$ cat config.mk
export PLATFORM = sky130hd
export DESIGN_NAME = serial_fir
export DESIGN_NICKNAME = d
export VERILOG_FILES = /design/src/rtl/fir_pkg.sv /design/src/rtl/fir_coef_ram.sv /design/src/rtl/serial_fir.sv
export SDC_FILE = /design/constraint.sdc
export NUM_CORES = 1
export LEC_CHECK = 0
export CAP_MARGIN = 20
export CORE_MARGIN = 2
export CORE_UTILIZATION = 45
export CTS_CLUSTER_DIAMETER = 120
export DETAILED_ROUTE_END_ITERATION = 10
export HOLD_SLACK_MARGIN = 0.1
export SETUP_SLACK_MARGIN = 0.5
export SYNTH_ARGS = -nofsm -noshare
export SYNTH_HDL_FRONTEND = slang
export SYNTH_SLANG_ARGS = --single-unit
export TNS_END_PERCENT = 30
$ cat constraint.sdc
create_clock -name clk -period 7.68 [get_ports clk]
set_input_delay 1.536 -clock clk [delete_from_list [all_inputs] [get_ports clk]]
set_output_delay 1.536 -clock clk [all_outputs]
set_load 0.05 [all_outputs]
$ cat src/rtl/fir_pkg.sv
// Shared definitions for the serial FIR: controller state encoding and the
// output saturation helper used when narrowing the accumulator.
package fir_pkg;

    // Controller states. busy is derived as (state != ST_IDLE).
    typedef enum logic [1:0] {
        ST_IDLE = 2'd0,
        ST_MAC  = 2'd1,
        ST_DONE = 2'd2
    } fir_state_t;

    // Working width of the saturation helper. Callers sign-extend their
    // value into this width, so it must be at least the accumulator width.
    localparam int SAT_MAXW = 128;

    // Clamp a signed value to the range of a w-bit signed number,
    // [-2^(w-1), 2^(w-1)-1]. In-range values pass through unchanged.
    function automatic logic signed [SAT_MAXW-1:0] saturate(
        input logic signed [SAT_MAXW-1:0] v,
        input int                         w
    );
        logic signed [SAT_MAXW-1:0] one;
        logic signed [SAT_MAXW-1:0] hi;
        logic signed [SAT_MAXW-1:0] lo;
        one    = '0;
        one[0] = 1'b1;
        hi     = (one <<< (w - 1)) - one;
        lo     = ~hi;
        if (v > hi) begin
            return hi;
        end else if (v < lo) begin
            return lo;
        end else begin
            return v;
        end
    endfunction

endpackage

$ cat src/rtl/fir_coef_ram.sv
// Coefficient register file: one synchronous write port, one asynchronous
// read port. Writes to addresses at or above TAPS are ignored. A read of a
// tap written on the same edge returns the value held before that edge.
module fir_coef_ram #(
    parameter  int W    = 16,
    parameter  int TAPS = 8,
    localparam int AW   = $clog2(TAPS)
) (
    input  logic          clk,
    input  logic          rst,
    input  logic          i_we,
    input  logic [AW-1:0] i_waddr,
    input  logic [W-1:0]  i_wdata,
    input  logic [AW-1:0] i_raddr,
    output logic [W-1:0]  o_rdata
);

    logic [W-1:0] r_mem [TAPS];
    logic         w_in_range;

    assign w_in_range = ({1'b0, i_waddr} < (AW + 1)'(TAPS));
    assign o_rdata    = r_mem[i_raddr];

    // Coefficient storage: cleared on reset, written only for valid taps.
    always_ff @(posedge clk) begin
        if (rst) begin
            for (int i = 0; i < TAPS; i++) begin
                r_mem[i] <= '0;
            end
        end else if (i_we && w_in_range) begin
            r_mem[i_waddr] <= i_wdata;
        end
    end

endmodule

$ cat src/rtl/serial_fir.sv
// Serial (one multiply per cycle) FIR filter. A sample accepted in IDLE is
// shifted into the delay line, then TAPS MAC cycles accumulate
// d[k]*c[k] at full precision, and the DONE cycle rescales and saturates
// the sum into Y with a one-cycle y_valid pulse.
//
// Handshake: en is a strobe with X valid in the same cycle. It is accepted
// only when busy is low (IDLE); en while busy drops the sample and pulses
// overrun for one cycle. No back-pressure beyond that.
module serial_fir
    import fir_pkg::*;
#(
    parameter  int W    = 16,
    parameter  int TAPS = 8,
    localparam int AW   = $clog2(TAPS),
    localparam int ACCW = 2 * W + AW
) (
    input  logic          clk,
    input  logic          rst,
    input  logic          en,
    input  logic [W-1:0]  X,
    input  logic          coef_we,
    input  logic [AW-1:0] coef_addr,
    input  logic [W-1:0]  coef_data,
    output logic [W-1:0]  Y,
    output logic          y_valid,
    output logic          busy,
    output logic          overrun
);

    localparam logic [AW-1:0] K_LAST = AW'(TAPS - 1);

    fir_state_t              r_state;
    logic signed [W-1:0]     r_d [TAPS];
    logic        [AW-1:0]    r_k;
    logic signed [ACCW-1:0]  r_acc;
    logic        [W-1:0]     r_y;
    logic                    r_y_valid;
    logic                    r_overrun;

    logic                    w_accept;
    logic signed [W-1:0]     w_tap;
    logic signed [W-1:0]     w_coef;
    logic signed [2*W-1:0]   w_prod;
    logic signed [ACCW-1:0]  w_prod_ext;
    logic signed [ACCW-1:0]  w_shifted;
    logic signed [SAT_MAXW-1:0] w_sat_in;
    logic signed [SAT_MAXW-1:0] w_sat;
    logic                    w_unused_sat_hi;

    assign busy     = (r_state != ST_IDLE);
    assign w_accept = en && (r_state == ST_IDLE);
    assign Y        = r_y;
    assign y_valid  = r_y_valid;
    assign overrun  = r_overrun;

    fir_coef_ram #(
        .W    (W),
        .TAPS (TAPS)
    ) u_coef_ram (
        .clk     (clk),
        .rst     (rst),
        .i_we    (coef_we),
        .i_waddr (coef_addr),
        .i_wdata (coef_data),
        .i_raddr (r_k),
        .o_rdata (w_coef)
    );

    // The single W x W multiplier, fed by the tap selected by r_k.
    always_comb begin
        w_tap      = r_d[r_k];
        w_prod     = w_tap * w_coef;
        w_prod_ext = {{AW{w_prod[2*W-1]}}, w_prod};
    end

    // Rescale Q2.(2W-2) sum back to Q1.(W-1) (floor) and clamp to W bits.
    always_comb begin
        w_shifted       = r_acc >>> (W - 1);
        w_sat_in        = {{(SAT_MAXW - ACCW){w_shifted[ACCW-1]}}, w_shifted};
        w_sat           = saturate(w_sat_in, W);
        w_unused_sat_hi = ^w_sat[SAT_MAXW-1:W];
    end

    // Delay line: shifts only when a sample is accepted, so dropped
    // samples never disturb it.
    always_ff @(posedge clk) begin
        if (rst) begin
            for (int i = 0; i < TAPS; i++) begin
                r_d[i] <= '0;
            end
        end else if (w_accept) begin
            r_d[0] <= X;
            for (int i = 1; i < TAPS; i++) begin
                r_d[i] <= r_d[i-1];
            end
        end
    end

    // Controller: IDLE -> MAC (TAPS cycles) -> DONE -> IDLE, with the
    // accumulator and tap counter advancing in MAC.
    always_ff @(posedge clk) begin
        if (rst) begin
            r_state <= ST_IDLE;
            r_acc   <= '0;
            r_k     <= '0;
        end else begin
            case (r_state)
                ST_IDLE: begin
                    if (en) begin
                        r_acc   <= '0;
                        r_k     <= '0;
                        r_state <= ST_MAC;
                    end
                end
                ST_MAC: begin
                    r_acc <= r_acc + w_prod_ext;
                    r_k   <= r_k + AW'(1);
                    if (r_k == K_LAST) begin
                        r_state <= ST_DONE;
                    end
                end
                ST_DONE: begin
                    r_state <= ST_IDLE;
                end
                default: begin
                    r_state <= ST_IDLE;
                end
            endcase
        end
    end

    // Output register and status pulses; Y holds between updates.
    always_ff @(posedge clk) begin
        if (rst) begin
            r_y       <= '0;
            r_y_valid <= 1'b0;
            r_overrun <= 1'b0;
        end else begin
            r_y_valid <= 1'b0;
            r_overrun <= en && (r_state != ST_IDLE);
            if (r_state == ST_DONE) begin
                r_y       <= w_sat[W-1:0];
                r_y_valid <= 1'b1;
            end
        end
    end

endmodule
# After elaboration in Yosys (flattened, before gate mapping)
# Memory sizes are Yosys's and may differ from the RTL's. A register that Yosys moved wholly into a read port is not among the register bits.
# Cells that the tools add are included.
[totals] wordCells=67 output_inout_bits=19 memories=2 inputBits=39 regBits=58 mem_bits_rw=256
[classes] mux=33 addsub=2 bitwise=8 reduce_logical=8 n_eq_ne=5 n_lt_le_gt_ge=2 multipliers=1
[memory_table] name="r_d" depth=8 width=16 rd=8 rd_clocked_by_memory_dff=1 write_ports=8 line_no="serial_fir.sv:33" source="logic signed [W-1:0] r_d [TAPS];"
[memory_table] name="u_coef_ram.r_mem" depth=8 width=16 rd=1 rd_clocked_by_memory_dff=1 write_ports=8 line_no="fir_coef_ram.sv:18" source="logic [W-1:0] r_mem [TAPS];"
[ops] op="16-bit two-way mux" count=11
[ops] op="35-bit one-hot mux with 2 select lines" count=1
[ops] op="35-bit by 32-bit adder with 35-bit output" count=1
[ops] op="35-bit two-way mux" count=1
[ops] op="16-bit by 16-bit multiplier with 32-bit output" count=1
[ops] op="20-bit by 16-bit > comparator with 1-bit output, second input constant" count=1
[ops] op="20-bit by 16-bit < comparator with 1-bit output, second input constant" count=1
[ops] op="3-bit two-way mux" count=6
[ops] op="16-bit OR reduction" count=1
[ops] op="1-bit two-way mux" count=10
[ops] op="1-bit bitwise OR" count=8
[ops] op="3-bit one-hot mux with 2 select lines" count=1
[ops] op="2-bit two-way mux" count=2
[ops] op="2-bit inequality test, second input constant" count=2
[ops] op="2-bit one-hot mux with 2 select lines" count=1
[ops] op="2-bit AND reduction" count=2
[ops] op="2-bit nonzero test" count=2
[ops] op="3-bit by 1-bit adder with 3-bit output, second input constant" count=1
[ops] op="3-bit equality test, second input constant" count=1
[ops] op="2-bit by 1-bit equality test with 1-bit output, second input constant" count=1
[ops] op="2-bit equality test, second input constant" count=1
[ops] op="1-bit logical AND" count=2
[ops] op="2-bit zero test" count=1

# Logic depth before layout (Yosys ltp)
# Gate-level depths: netlist of the first run.
[logic_depth] word_depth=6 ltp_mapped=27 ltp_nobuf=24

# By module
# Synthesis of the first run repeated with hierarchy kept, for this count alone.
[unflattened] cells_unflattened=2173 area_unflattened_um2=25146.6
[by_module_without_submodules] module="serial_fir" instances=1 area_each_um2=19281.0 seq_area_each_um2=5064.9 cells_per_inst=1800
[by_module_without_submodules] module="fir_coef_ram" instances=1 area_each_um2=5865.6 seq_area_each_um2=3843.7 cells_per_inst=373

# Worst setup path after synthesis of the first run
# Ideal clock, no wire load.
[synth_path] kind="reg2reg" startpoint="register with a tool-made name" endpoint="register r_acc[33]" n_path_buf=4 required_ps=7558 setup_time_ps=122 path_slack_ps=238 arrival_ps=7320 period_less_slack_ps=7442 stages_incl_launch_ff=26 path_cell_list="dfxtp_1 buf_6 buf_2 buf_2 mux4_2 mux2_2 nand2_1 fa_1 inv_1 fa_1 fa_1 fa_1 fa_1 inv_1 fa_1 inv_1 ha_1 buf_2 and3_1 a221o_1 o22ai_1 o22ai_1 a2111oi_0 o21bai_1 mux2i_1 nand3_1"
[synth_lines] element="end signal: assignment" line_no="serial_fir.sv:116" source="r_acc <= r_acc + w_prod_ext;"
[synth_lines] element="end: declaration" line_no="serial_fir.sv:35" source="logic signed [ACCW-1:0] r_acc;"

==> impl_table.tex, run 1 <==
\begin{tabular}{lr}
\hline
Metric & Value \\
\hline
\multicolumn{2}{l}{\textbf{Floorplan}} \\
\quad Starting Density & between 40\% and 50\% \\
\quad Count of standard-cell rows & 85 \\
\quad Die Span X & $\sim$240 um \\
\quad Ports & just under 60 \\
\quad Die Ht & around 240 um \\
\quad Area enclosed by the die boundary & roughly 57000 sq um \\
\quad Core region area & approximately 54000 sq um \\
\multicolumn{2}{l}{\textbf{Finish}} \\
\quad Final cell count without fillers & slightly below 3000 \\
\quad Layout overhead on the synthesized area & 14.6\% \\
\quad Commonest non-fill, non-tap cell in the layout & inv\_1 \\
\quad Fraction of final layout cells sized beyond drive strength 1 & a little over an eighth \\
\quad Area of all placed cells without fillers & 28300 sq um \\
\quad Total number of nets in the final design & roughly 2700 \\
\quad Most used cells in the layout excluding fill and tap cells & 359 x inv\_1, 307 x fa\_1, 256 x edfxtp\_1 \\
\multicolumn{2}{l}{\textbf{Placed design}} \\
\quad Final weighted congestion in routability-driven placement & $\sim$0.87 \\
\quad Number of buffer cells added on primary ports & 57 \\
\quad Area after DPL & 26300 sq um \\
\quad HPWL after detailed placement & approximately 42 mm \\
\quad Placed insts & about 2900 \\
\multicolumn{2}{l}{\textbf{Timing}} \\
\quad Finish-stage setup viols & 0 \\
\quad Unrepaired setup endpoints after global routing & no \\
\quad Final total negative setup slack & 0 ns \\
\quad Headroom to the max-slew limit & between 40\% and 50\% \\
\quad Shortest clock period the worst path allows after layout & 6.98 ns \\
\quad Pins Over Slew Limit & 0 \\
\quad Post-route clock period utilization & approximately nine tenths \\
\quad Worst Clk Skew & just over 0.02 ns \\
\quad Pin slew with the least headroom to its limit & $\sim$0.89 ns \\
\quad Peak clock frequency supported by timing & 0.143 GHz \\
\quad Number of endpoints with negative hold slack in the final report & 0 \\
\multicolumn{2}{l}{\textbf{Clock network}} \\
\quad Root buf cell & clkbuf\_16 \\
\quad H-Tree Depth & 2 \\
\quad TritonCTS clock tree & yes \\
\quad Cts bufs inserted & 36 \\
\quad Num Clock Sinks & roughly 320 \\
\quad Latest clock arrival within the worst-skew pair & between 0.5 and 0.6 ns \\
\quad Clock transition at the register clock pins on the worst setup and hold paths after CTS & 0.06 ns \\
\quad Clock buffer depth & 3 \\
\multicolumn{2}{l}{\textbf{Drt}} \\
\quad Initial DRC Count & around 1200 \\
\quad Wire length per cell & 19.2 um \\
\quad Wire length reported by the detailed router & roughly 57 mm \\
\quad Count of vias placed by the detailed router & around 15000 \\
\quad DRT met1 WL & about 27 mm \\
\quad Antenna viol nets, final & 0 \\
\quad Pre-Repair DR Iteration Count & 5 \\
\quad Total length of routed met3 wires & about 3.4 mm \\
\quad DRC violation count after routing & 0 \\
\quad Post-DR vias/cell & a little over 5 \\
\quad Uppermost layer routed & met4 \\
\quad DR WL met2 & 26.2 mm \\
\multicolumn{2}{l}{\textbf{Yosys}} \\
\quad Net count after synthesis & 2585 \\
\quad Proportion of synthesized chip area in sequential cells & 36.1\% \\
\quad Synth Area per Inst & 11.6 sq um \\
\quad Commonest register cell after synthesis & edfxtp\_1 \\
\quad Total number of yosys warnings & 0 \\
\quad Number of storage elements in the synthesis netlist & 317 \\
\quad Proportion of register bits with asynchronous set or reset after synthesis & 0\% \\
\quad EDFF count, synth & approximately 260 \\
\quad Synth cell types & 58 \\
\quad Syn Inst Count & roughly 2100 \\
\quad Summed instance area of the synthesized netlist & between 20000 and 25000 sq um \\
\multicolumn{2}{l}{\textbf{Critical path}} \\
\quad Maximum fanout along the worst path & 10 \\
\quad Crit path arrival time & between 7 and 8 ns \\
\quad CP Capture Type & flop \\
\quad Endpoint of the worst register-to-register path & r\_acc[33] \\
\quad Critical path start-end classification & flop to flop \\
\quad Number of cells on the worst reg-to-reg path & 24 \\
\quad Required time worst endpoint & between 8 and 9 ns \\
\quad Startpoint kind of the worst setup timing path & flop \\
\quad Minimum setup slack among reg-to-reg paths & 0.70 ns \\
\quad Termination of the worst setup path & r\_acc[33] \\
\multicolumn{2}{l}{\textbf{Hold path}} \\
\quad Path type of the worst min-delay path & flop to flop \\
\quad Hold depth & 2 \\
\multicolumn{2}{l}{\textbf{Global routing}} \\
\quad Pin count of the biggest net entering global routing & 86 \\
\quad Aggregate global-route resource usage & 20.8\% \\
\quad Vias in the first global route & approximately 16000 \\
\quad Global-route wire length before repair & between 90 and 100 mm \\
\quad Number of antenna violations at the first check in global routing & 2 \\
\quad GRT Residual Overflow & 0 \\
\multicolumn{2}{l}{\textbf{Run}} \\
\quad Max-cap viol count & 0 \\
\multicolumn{2}{l}{\textbf{Status}} \\
\quad Result of the run & finished, final reports clean \\
\hline
\end{tabular}
cell usage after synthesis, types with 12 or more instances:
library cell / n / share of area [%]
a21o_1: 12 / 0.37
a21oi_1: 39 / 0.79
and2_1: 227 / 5.8
clkbuf_1: 58 / 0.88
dfxtp_1: 61 / 5.0
edfxtp_1: 256 / 31
fa_1: 310 / 25
ha_1: 106 / 5.4
inv_1: 362 / 5.5
mux2_2: 22 / 1.0
mux2i_1: 28 / 1.1
mux4_2: 64 / 5.8
nand2_1: 160 / 2.4
nor2_1: 171 / 2.6
nor2b_1: 41 / 1.0
o21ai_0: 36 / 0.73
xnor2_1: 19 / 0.67
xor2_1: 15 / 0.53
metrics by stage:
stage	hold slack, ns	worst slack, ns	util, %
floorplan	0.432	0.514	-
global placement	0.440	0.164	48.7
detailed placement	0.445	0.0879	48.7
CTS	0.453	0.460	51.1
global route	0.467	0.390	52.3
finish	0.451	0.697	52.3
state kept, by name, summed over array words and instances (netlist names), named ones only:
register,cells
y_valid,1
r_state,2
r_k,3
r_acc,35
overrun,1
Y,16
r_d,128
u_coef_ram.r_mem,128
what timing repair did:
| action | CTS | global route |
|---|---|---|
| endpoints found under the setup margin | 13 | 17 |
| pin swaps | 1 | 10 |
| setup buffers | 5 | 38 |
| hold buffers | 0 | 0 |
| gates cloned | 0 | 2 |
| gates resized for setup | 5 | 64 |
worst min-delay path by stage:
stage          startpoint  slack, ns   endpoint
2_1_floorplan   r_acc[13]       0.43  r_acc[13]
3_3_place_gp        Y[12]       0.44      Y[12]
3_5_place_dp         Y[0]       0.45       Y[0]
4_1_cts              Y[0]       0.45       Y[0]
5_1_grt              Y[6]       0.47       Y[6]
6_report            Y[14]       0.45      Y[14]
metal layers:
metal | global-route usage [%] | vias to the layer above
met5 | 0 | -
met2 | 33.3 | 418
met4 | 4.77 | 0
li1 | - | 7128
met1 | 29.8 | 7812
met3 | 3.56 | 62
worst max-delay path, cell delays in order (launching register included):
cell and delay, ns:
dfxtp_4 0.38, buf_12 0.15, clkbuf_16 0.19, mux4_2 0.53, mux2_4 0.37, nand2_1 0.11, fa_1 0.46, fa_1 0.52
fa_1 0.51, inv_1 0.05, fa_1 0.49, fa_1 0.49, inv_1 0.05, fa_1 0.47, inv_1 0.06, ha_4 0.30
nand3_1 0.12, nor4_2 0.39, a21oi_2 0.15, nor4b_2 0.30, buf_4 0.19, a2111oi_4 0.07, o21bai_1 0.19, mux2i_1 0.20
nand3_1 0.08
area by class of cell:
| class | count | area (sq um) |
|---|---|---|
| inverters | 363 | 1360 |
| repair buffers | 162 | 1560 |
| multi-input cells | 1376 | 14400 |
| clock buffers | 48 | 987 |
| diodes | 2 | 5.00 |
| fillers | 4733 | 25800 |
| well taps | 696 | 871 |
| clock inverters | 16 | 189 |
| flip-flops and latches | 317 | 8920 |
kinds of logic (layout without fill, tap and decap cells):
kind of cell               count (synthesis)  after routing  synth area share [%]
AOI/OAI and AO/OA                        149            149                  3.77
xor gates and xnor gates                  35             35                  1.32
adders and majority gates                416            416                  30.6
buffers and inverters                    438            589                  6.75
DFF                                      317            317                  36.1
muxes                                    116            117                  8.14
other                                      0              2                     0
and+or+nand+nor                          659            659                  13.3
Power of run 1 is not shown: default switching activity piles up to over one toggle a cycle in this logic, so the estimate is an artifact.
==> run 2, diff against run 1 <==
- HOLD_SLACK_MARGIN: 0.1 -> unset
- REMOVE_ABC_BUFFERS: unset -> 1
==> impl_table.tex, run 2 (synthesis results as in run 1) <==
\begin{tabular}{lr}
\hline
Metric & Value \\
\hline
\multicolumn{2}{l}{\textbf{Floorplan}} \\
\quad Ports & 58 (unchanged) \\
\quad Core region area & 54000 sq um (unchanged) \\
\quad Starting Density & 45.6\% (unchanged) \\
\quad Die Span X & 238 um (unchanged) \\
\quad Area enclosed by the die boundary & 56700 sq um (unchanged) \\
\quad Die Ht & 238 um (unchanged) \\
\quad Count of standard-cell rows & 85 (unchanged) \\
\multicolumn{2}{l}{\textbf{Critical path}} \\
\quad Startpoint kind of the worst setup timing path & flop \\
\quad Maximum fanout along the worst path & 7 (-3) \\
\quad Required time worst endpoint & 8.10 ns (about the same) \\
\quad Critical path start-end classification & flop to flop \\
\quad CP Capture Type & flop \\
\quad Crit path arrival time & 7.45 ns (+0.03 ns) \\
\multicolumn{2}{l}{\textbf{Drt}} \\
\quad Antenna viol nets, final & 0 (unchanged) \\
\quad DRC violation count after routing & 0 (unchanged) \\
\quad Post-DR vias/cell & 5.16 (-0.31\%) \\
\quad Count of vias placed by the detailed router & 15500 (+0.23\%) \\
\quad Wire length reported by the detailed router & 58.3 mm (+1.6\%) \\
\quad Initial DRC Count & 1162 (-4.9\%) \\
\quad Wire length per cell & 19.5 um (+1.1\%) \\
\quad Pre-Repair DR Iteration Count & 5 (unchanged) \\
\multicolumn{2}{l}{\textbf{Global routing}} \\
\quad Global-route wire length before repair & 91.8 mm (+0.32\%) \\
\quad GRT Residual Overflow & 0 (unchanged) \\
\quad Aggregate global-route resource usage & 21.0\% (+0.26 points) \\
\quad Vias in the first global route & 16100 (-2.3\%) \\
\quad Pin count of the biggest net entering global routing & 97 (+13\%) \\
\quad Number of antenna violations at the first check in global routing & 1 (-1) \\
\multicolumn{2}{l}{\textbf{Timing}} \\
\quad Unrepaired setup endpoints after global routing & yes \\
\quad Finish-stage setup viols & 0 (unchanged) \\
\quad Pin slew with the least headroom to its limit & 0.900 ns (+0.0101 ns) \\
\quad Number of endpoints with negative hold slack in the final report & 0 (unchanged) \\
\quad Pins Over Slew Limit & 0 (unchanged) \\
\quad Headroom to the max-slew limit & 40.0\% (-0.67 points) \\
\quad Peak clock frequency supported by timing & 0.142 GHz (-0.59\%) \\
\quad Worst Hold Margin & 0.450 ns (-0.000876 ns) \\
\quad Shortest clock period the worst path allows after layout & 7.02 ns (+0.0411 ns) \\
\quad Worst Clk Skew & 0.0295 ns (+0.00900 ns) \\
\quad Post-route clock period utilization & 91.5\% (+0.54 points) \\
\multicolumn{2}{l}{\textbf{Placed design}} \\
\quad Area after DPL & 26400 sq um (+0.17\%) \\
\quad Number of buffer cells added on primary ports & 57 (unchanged) \\
\quad HPWL after detailed placement & 42.7 mm (+1.3\%) \\
\quad Final weighted congestion in routability-driven placement & 0.881 (+0.71\%) \\
\multicolumn{2}{l}{\textbf{Finish}} \\
\quad Fraction of final layout cells sized beyond drive strength 1 & 14.4\% (+1.2 points) \\
\quad Commonest non-fill, non-tap cell in the layout & inv\_1 \\
\quad Layout overhead on the synthesized area & 15.4\% \\
\quad Most used cells in the layout excluding fill and tap cells & 356 x inv\_1, 305 x fa\_1, 256 x edfxtp\_1 \\
\quad Number of diodes & 0 (-2) \\
\quad End-of-flow core utilization & 52.7\% (+0.39 points) \\
\quad Total number of nets in the final design & 2730 (+0.70\%) \\
\quad Filler Cells Inserted & 4710 (-0.49\%) \\
\quad Top Registers & r\_d: 128 flops, u\_coef\_ram.r\_mem: 128 flops, r\_acc: 35 flops \\
\quad Area of all placed cells without fillers & 28500 sq um (+0.74\%) \\
\multicolumn{2}{l}{\textbf{Status}} \\
\quad Result of the run & finished, final reports clean \\
\multicolumn{2}{l}{\textbf{Clock network}} \\
\quad Cts bufs inserted & 37 (+2.8\%) \\
\quad Hold Buf Count CTS & 0 (unchanged) \\
\quad Clock buffer depth & 3 (unchanged) \\
\quad TritonCTS clock tree & yes \\
\quad Latest clock arrival within the worst-skew pair & 0.57 ns (about the same) \\
\quad Num Clock Sinks & 317 (unchanged) \\
\quad Root buf cell & clkbuf\_16 \\
\quad H-Tree Depth & 2 (unchanged) \\
\quad Clock transition at the register clock pins on the worst setup and hold paths after CTS & 0.06 ns (about the same) \\
\multicolumn{2}{l}{\textbf{Run}} \\
\quad Max-cap viol count & 0 (unchanged) \\
\multicolumn{2}{l}{\textbf{Hold path}} \\
\quad Path type of the worst min-delay path & flop to flop \\
\hline
\end{tabular}
run 2: area by class of cell:
| cell class | instances | area (sq um) | area share [%] |
|---|---|---|---|
| multi-input combinational | 1376 | 14400 | 50.7 |
| clock inverter | 19 | 154 | 0.541 |
| sequential | 317 | 8920 | 31.3 |
| inverter | 363 | 1370 | 4.80 |
| clock buffer | 45 | 987 | 3.47 |
| tap | 696 | 871 | 3.06 |
| timing repair buffer | 180 | 1750 | 6.14 |
run 2: layer usage:
layer | part of all wire [%] | vias to the layer above | GRT usage, %
met5 | 0 | - | 0
met4 | 2.2 | 0 | 5.09
met3 | 5.4 | 75 | 3.33
met2 | 46 | 404 | 33.3
met1 | 46 | 7817 | 30.6
li1 | - | 7159 | -
run 2: timing repair:
action,CTS,global route
setup endpoints to repair,13,14
resized for setup,16,84
cloned,1,4
pin swaps,1,29
buffers inserted,0,50
run 2: worst max-delay path, cell delays in order (launching register included):
cell and delay (ns):
dfxtp_4 0.47, buf_12 0.15, clkbuf_16 0.16, mux4_2 0.50
mux2i_1 0.21, buf_4 0.21, nor2_1 0.09, fa_1 0.51
fa_1 0.53, inv_1 0.05, fa_1 0.49, inv_1 0.05
fa_1 0.46, fa_1 0.49, inv_1 0.05, fa_1 0.47
inv_1 0.05, ha_2 0.30, a21oi_2 0.17, nand2_1 0.09
a221oi_2 0.30, o21ai_2 0.14, a311oi_4 0.44, o21a_1 0.24
xor2_1 0.16, o21ai_1 0.06
run 2: worst paths after layout:
check                           from         to  slack [ns]  depth (start not counted)
worst max register to register  flop  r_acc[28]        0.66                         25
worst min register to register  Y[6]       Y[6]        0.45                          2
worst max-delay path            flop  r_acc[28]        0.66                         25
worst min-delay path            Y[6]       Y[6]        0.45                          2
run 2: per-stage QoR:
stage	instances	setup WS (ns)	TNS [ns]
6_report	2996	0.656	0
5_1_grt	2996	0.430	0
4_1_cts	2942	0.477	0
3_5_place_dp	2877	0.108	0
3_3_place_gp	2877	0.175	0
2_1_floorplan	2055	-1.86	-30.53
Power of run 2 is left out for the same reason.
==> run 3, diff against run 2 <==
- MAX_ROUTING_LAYER: unset -> met4
==> impl_table.tex, run 3 (synthesis results as in run 1) <==
\begin{tabular}{lr}
\hline
Metric & Value \\
\hline
\multicolumn{2}{l}{\textbf{Timing}} \\
\quad Peak clock frequency supported by timing & 0.143 GHz (+0.72\%) \\
\quad Number of endpoints with negative hold slack in the final report & 0 (unchanged) \\
\quad Shortest clock period the worst path allows after layout & 6.97 ns (-0.0499 ns) \\
\quad Pin slew with the least headroom to its limit & 0.879 ns (-0.0211 ns) \\
\quad Pins Over Slew Limit & 0 (unchanged) \\
\quad Unrepaired setup endpoints after global routing & yes \\
\quad Headroom to the max-slew limit & 41.4\% (+1.4 points) \\
\quad Post-route clock period utilization & 90.8\% (-0.65 points) \\
\quad Worst Clk Skew & 0.0193 ns (-0.0101 ns) \\
\quad Finish-stage setup viols & 0 (unchanged) \\
\multicolumn{2}{l}{\textbf{Hold path}} \\
\quad Hold Path Sink & Y[5] \\
\quad Hold depth & 2 (unchanged) \\
\quad Worst Hold Launch & Y[5] \\
\quad Path type of the worst min-delay path & flop to flop \\
\multicolumn{2}{l}{\textbf{Global routing}} \\
\quad Number of antenna violations at the first check in global routing & 0 (-1) \\
\quad Pin count of the biggest net entering global routing & 97 (unchanged) \\
\quad Met2 GRT Util & 33.4\% (+0.17 points) \\
\quad Met3 usage in global routing & 3.40\% (+0.069 points) \\
\quad Global-route wire length before repair & 92.4 mm (+0.66\%) \\
\quad Aggregate global-route resource usage & 21.7\% (+0.68 points) \\
\quad GRT Residual Overflow & 0 (unchanged) \\
\quad Met1 layer usage reported by global route & 30.2\% (-0.37 points) \\
\quad Vias in the first global route & 16300 (+1.4\%) \\
\quad Layer carrying the most global-route usage & met2 \\
\multicolumn{2}{l}{\textbf{Critical path}} \\
\quad Endpoint of the worst register-to-register path & r\_acc[30] \\
\quad Critical path start-end classification & flop to flop \\
\quad Crit path arrival time & 7.49 ns (+0.04 ns) \\
\quad Startpoint kind of the worst setup timing path & flop \\
\quad CP Capture Type & flop \\
\quad Minimum setup slack among reg-to-reg paths & 0.71 ns (+0.05 ns) \\
\quad Number of cells on the worst reg-to-reg path & 26 (+4.0\%) \\
\quad Required time worst endpoint & 8.20 ns (+0.10 ns) \\
\quad Maximum fanout along the worst path & 6 (-1) \\
\multicolumn{2}{l}{\textbf{Clock network}} \\
\quad H-Tree Depth & 2 (unchanged) \\
\quad Latest clock arrival within the worst-skew pair & 0.57 ns (about the same) \\
\quad Clock buffer depth & 3 (unchanged) \\
\quad Num Clock Sinks & 317 (unchanged) \\
\quad Cts bufs inserted & 37 (unchanged) \\
\quad Root buf cell & clkbuf\_16 \\
\quad Hold Buf Count CTS & 0 (unchanged) \\
\quad TritonCTS clock tree & yes \\
\quad Clock transition at the register clock pins on the worst setup and hold paths after CTS & 0.06 ns (about the same) \\
\multicolumn{2}{l}{\textbf{Drt}} \\
\quad Post-DR vias/cell & 5.20 (+0.82\%) \\
\quad Count of vias placed by the detailed router & 15500 (+0.52\%) \\
\quad Pre-Repair DR Iteration Count & 5 (unchanged) \\
\quad Wire length per cell & 19.1 um (-1.8\%) \\
\quad DRC violation count after routing & 0 (unchanged) \\
\quad Antenna viol nets, final & 0 (unchanged) \\
\quad Wire length reported by the detailed router & 57.1 mm (-2.1\%) \\
\quad Initial DRC Count & 1071 (-7.8\%) \\
\multicolumn{2}{l}{\textbf{Finish}} \\
\quad End-of-flow core utilization & 52.2\% (-0.44 points) \\
\quad Number of diodes & 0 (unchanged) \\
\quad Filler Cells Inserted & 4715 (+0.11\%) \\
\quad Top Registers & r\_d: 128 flops, u\_coef\_ram.r\_mem: 128 flops, r\_acc: 35 flops \\
\quad Most used cells in the layout excluding fill and tap cells & 361 x inv\_1, 306 x fa\_1, 256 x edfxtp\_1 \\
\quad Total number of nets in the final design & 2720 (-0.37\%) \\
\quad Layout overhead on the synthesized area & 14.5\% \\
\quad Commonest non-fill, non-tap cell in the layout & inv\_1 \\
\quad Fraction of final layout cells sized beyond drive strength 1 & 13.2\% (-1.2 points) \\
\multicolumn{2}{l}{\textbf{Floorplan}} \\
\quad Core region area & 54000 sq um (unchanged) \\
\quad Area enclosed by the die boundary & 56700 sq um (unchanged) \\
\quad Die Span X & 238 um (unchanged) \\
\quad Starting Density & 45.6\% (unchanged) \\
\quad Die Ht & 238 um (unchanged) \\
\quad Ports & 58 (unchanged) \\
\quad Count of standard-cell rows & 85 (unchanged) \\
\multicolumn{2}{l}{\textbf{Status}} \\
\quad Result of the run & finished, final reports clean \\
\multicolumn{2}{l}{\textbf{Placed design}} \\
\quad Final weighted congestion in routability-driven placement & 0.898 (+1.9\%) \\
\quad HPWL after detailed placement & 42.6 mm (-0.23\%) \\
\quad Number of buffer cells added on primary ports & 57 (unchanged) \\
\multicolumn{2}{l}{\textbf{Run}} \\
\quad Max-cap viol count & 0 (unchanged) \\
\hline
\end{tabular}
-- run 3: changes by cell type in the layout (fill, tap and decap cells not counted), sizes merged --
cell,change
buf,-7
inv,-2
clkinv,+4
mux2,-1
bufinv,+2
clkbuf,-5
-- run 3: worst max path at each step --
| stage | endpoint | slack [ns] | depth (start not counted) |
|---|---|---|---|
| finish | r_acc[30] | 0.71 | 26 |
| detailed placement | r_acc[33] | 0.05 | 23 |
| global route | r_acc[28] | 0.46 | 27 |
| global placement | r_acc[33] | 0.06 | 23 |
| floorplan | r_acc[33] | -1.86 | 22 |
| CTS | r_acc[33] | 0.49 | 23 |
-- run 3: metal layers --
metal  vias to the layer above  wire length [um]
met5                         -                 0
met4                         0              1430
met3                        75              2800
met2                       351             26100
met1                      7958             26800
li1                       7151                 -
-- run 3: cell type report --
type / count / area [sq um] / area share, %
sequential: 317 / 8920 / 31.6
timing repair buffer: 171 / 1610 / 5.69
multi-input combinational: 1375 / 14300 / 50.6
inverter: 363 / 1360 / 4.83
clock inverter: 23 / 213 / 0.754
tap: 696 / 871 / 3.09
clock buffer: 42 / 966 / 3.42
-- run 3: worst max-delay path, stage by stage (launching register included) --
cell and delay, ns:
dfxtp_4 0.41, buf_12 0.15, buf_8 0.14, buf_4 0.12, mux4_2 0.52, mux2i_1 0.16
buf_4 0.19, nor2_1 0.08, fa_1 0.47, fa_1 0.57, inv_1 0.06, fa_1 0.50
inv_1 0.05, fa_1 0.49, fa_1 0.50, inv_1 0.05, fa_1 0.47, inv_1 0.04
ha_2 0.39, and4_4 0.25, nand3_1 0.10, o21ai_2 0.24, a311oi_2 0.12, buf_4 0.17
o21a_1 0.19, or4_1 0.40, nand3_1 0.07
-- run 3: repair_timing --
action | CTS | global route
pin swaps | 1 | 20
endpoints found under the setup margin | 11 | 16
gates resized for setup | 4 | 61
buffers inserted | 5 | 42
-- run 3: stage by stage --
stage / hold slack (ns) / cells / worst slack [ns] / setup TNS (ns) / cell area, sq um
global route: 0.465 / 2987 / 0.457 / 0 / 28200
floorplan: 0.432 / 2055 / -1.86 / -30.53 / 24400
detailed placement: 0.445 / 2875 / 0.0522 / 0 / 26400
global placement: 0.440 / 2875 / 0.0586 / 0 / 26400
CTS: 0.453 / 2945 / 0.489 / 0 / 27600
finish: 0.449 / 2987 / 0.706 / 0 / 28200
Power of run 3 is left out for the same reason.
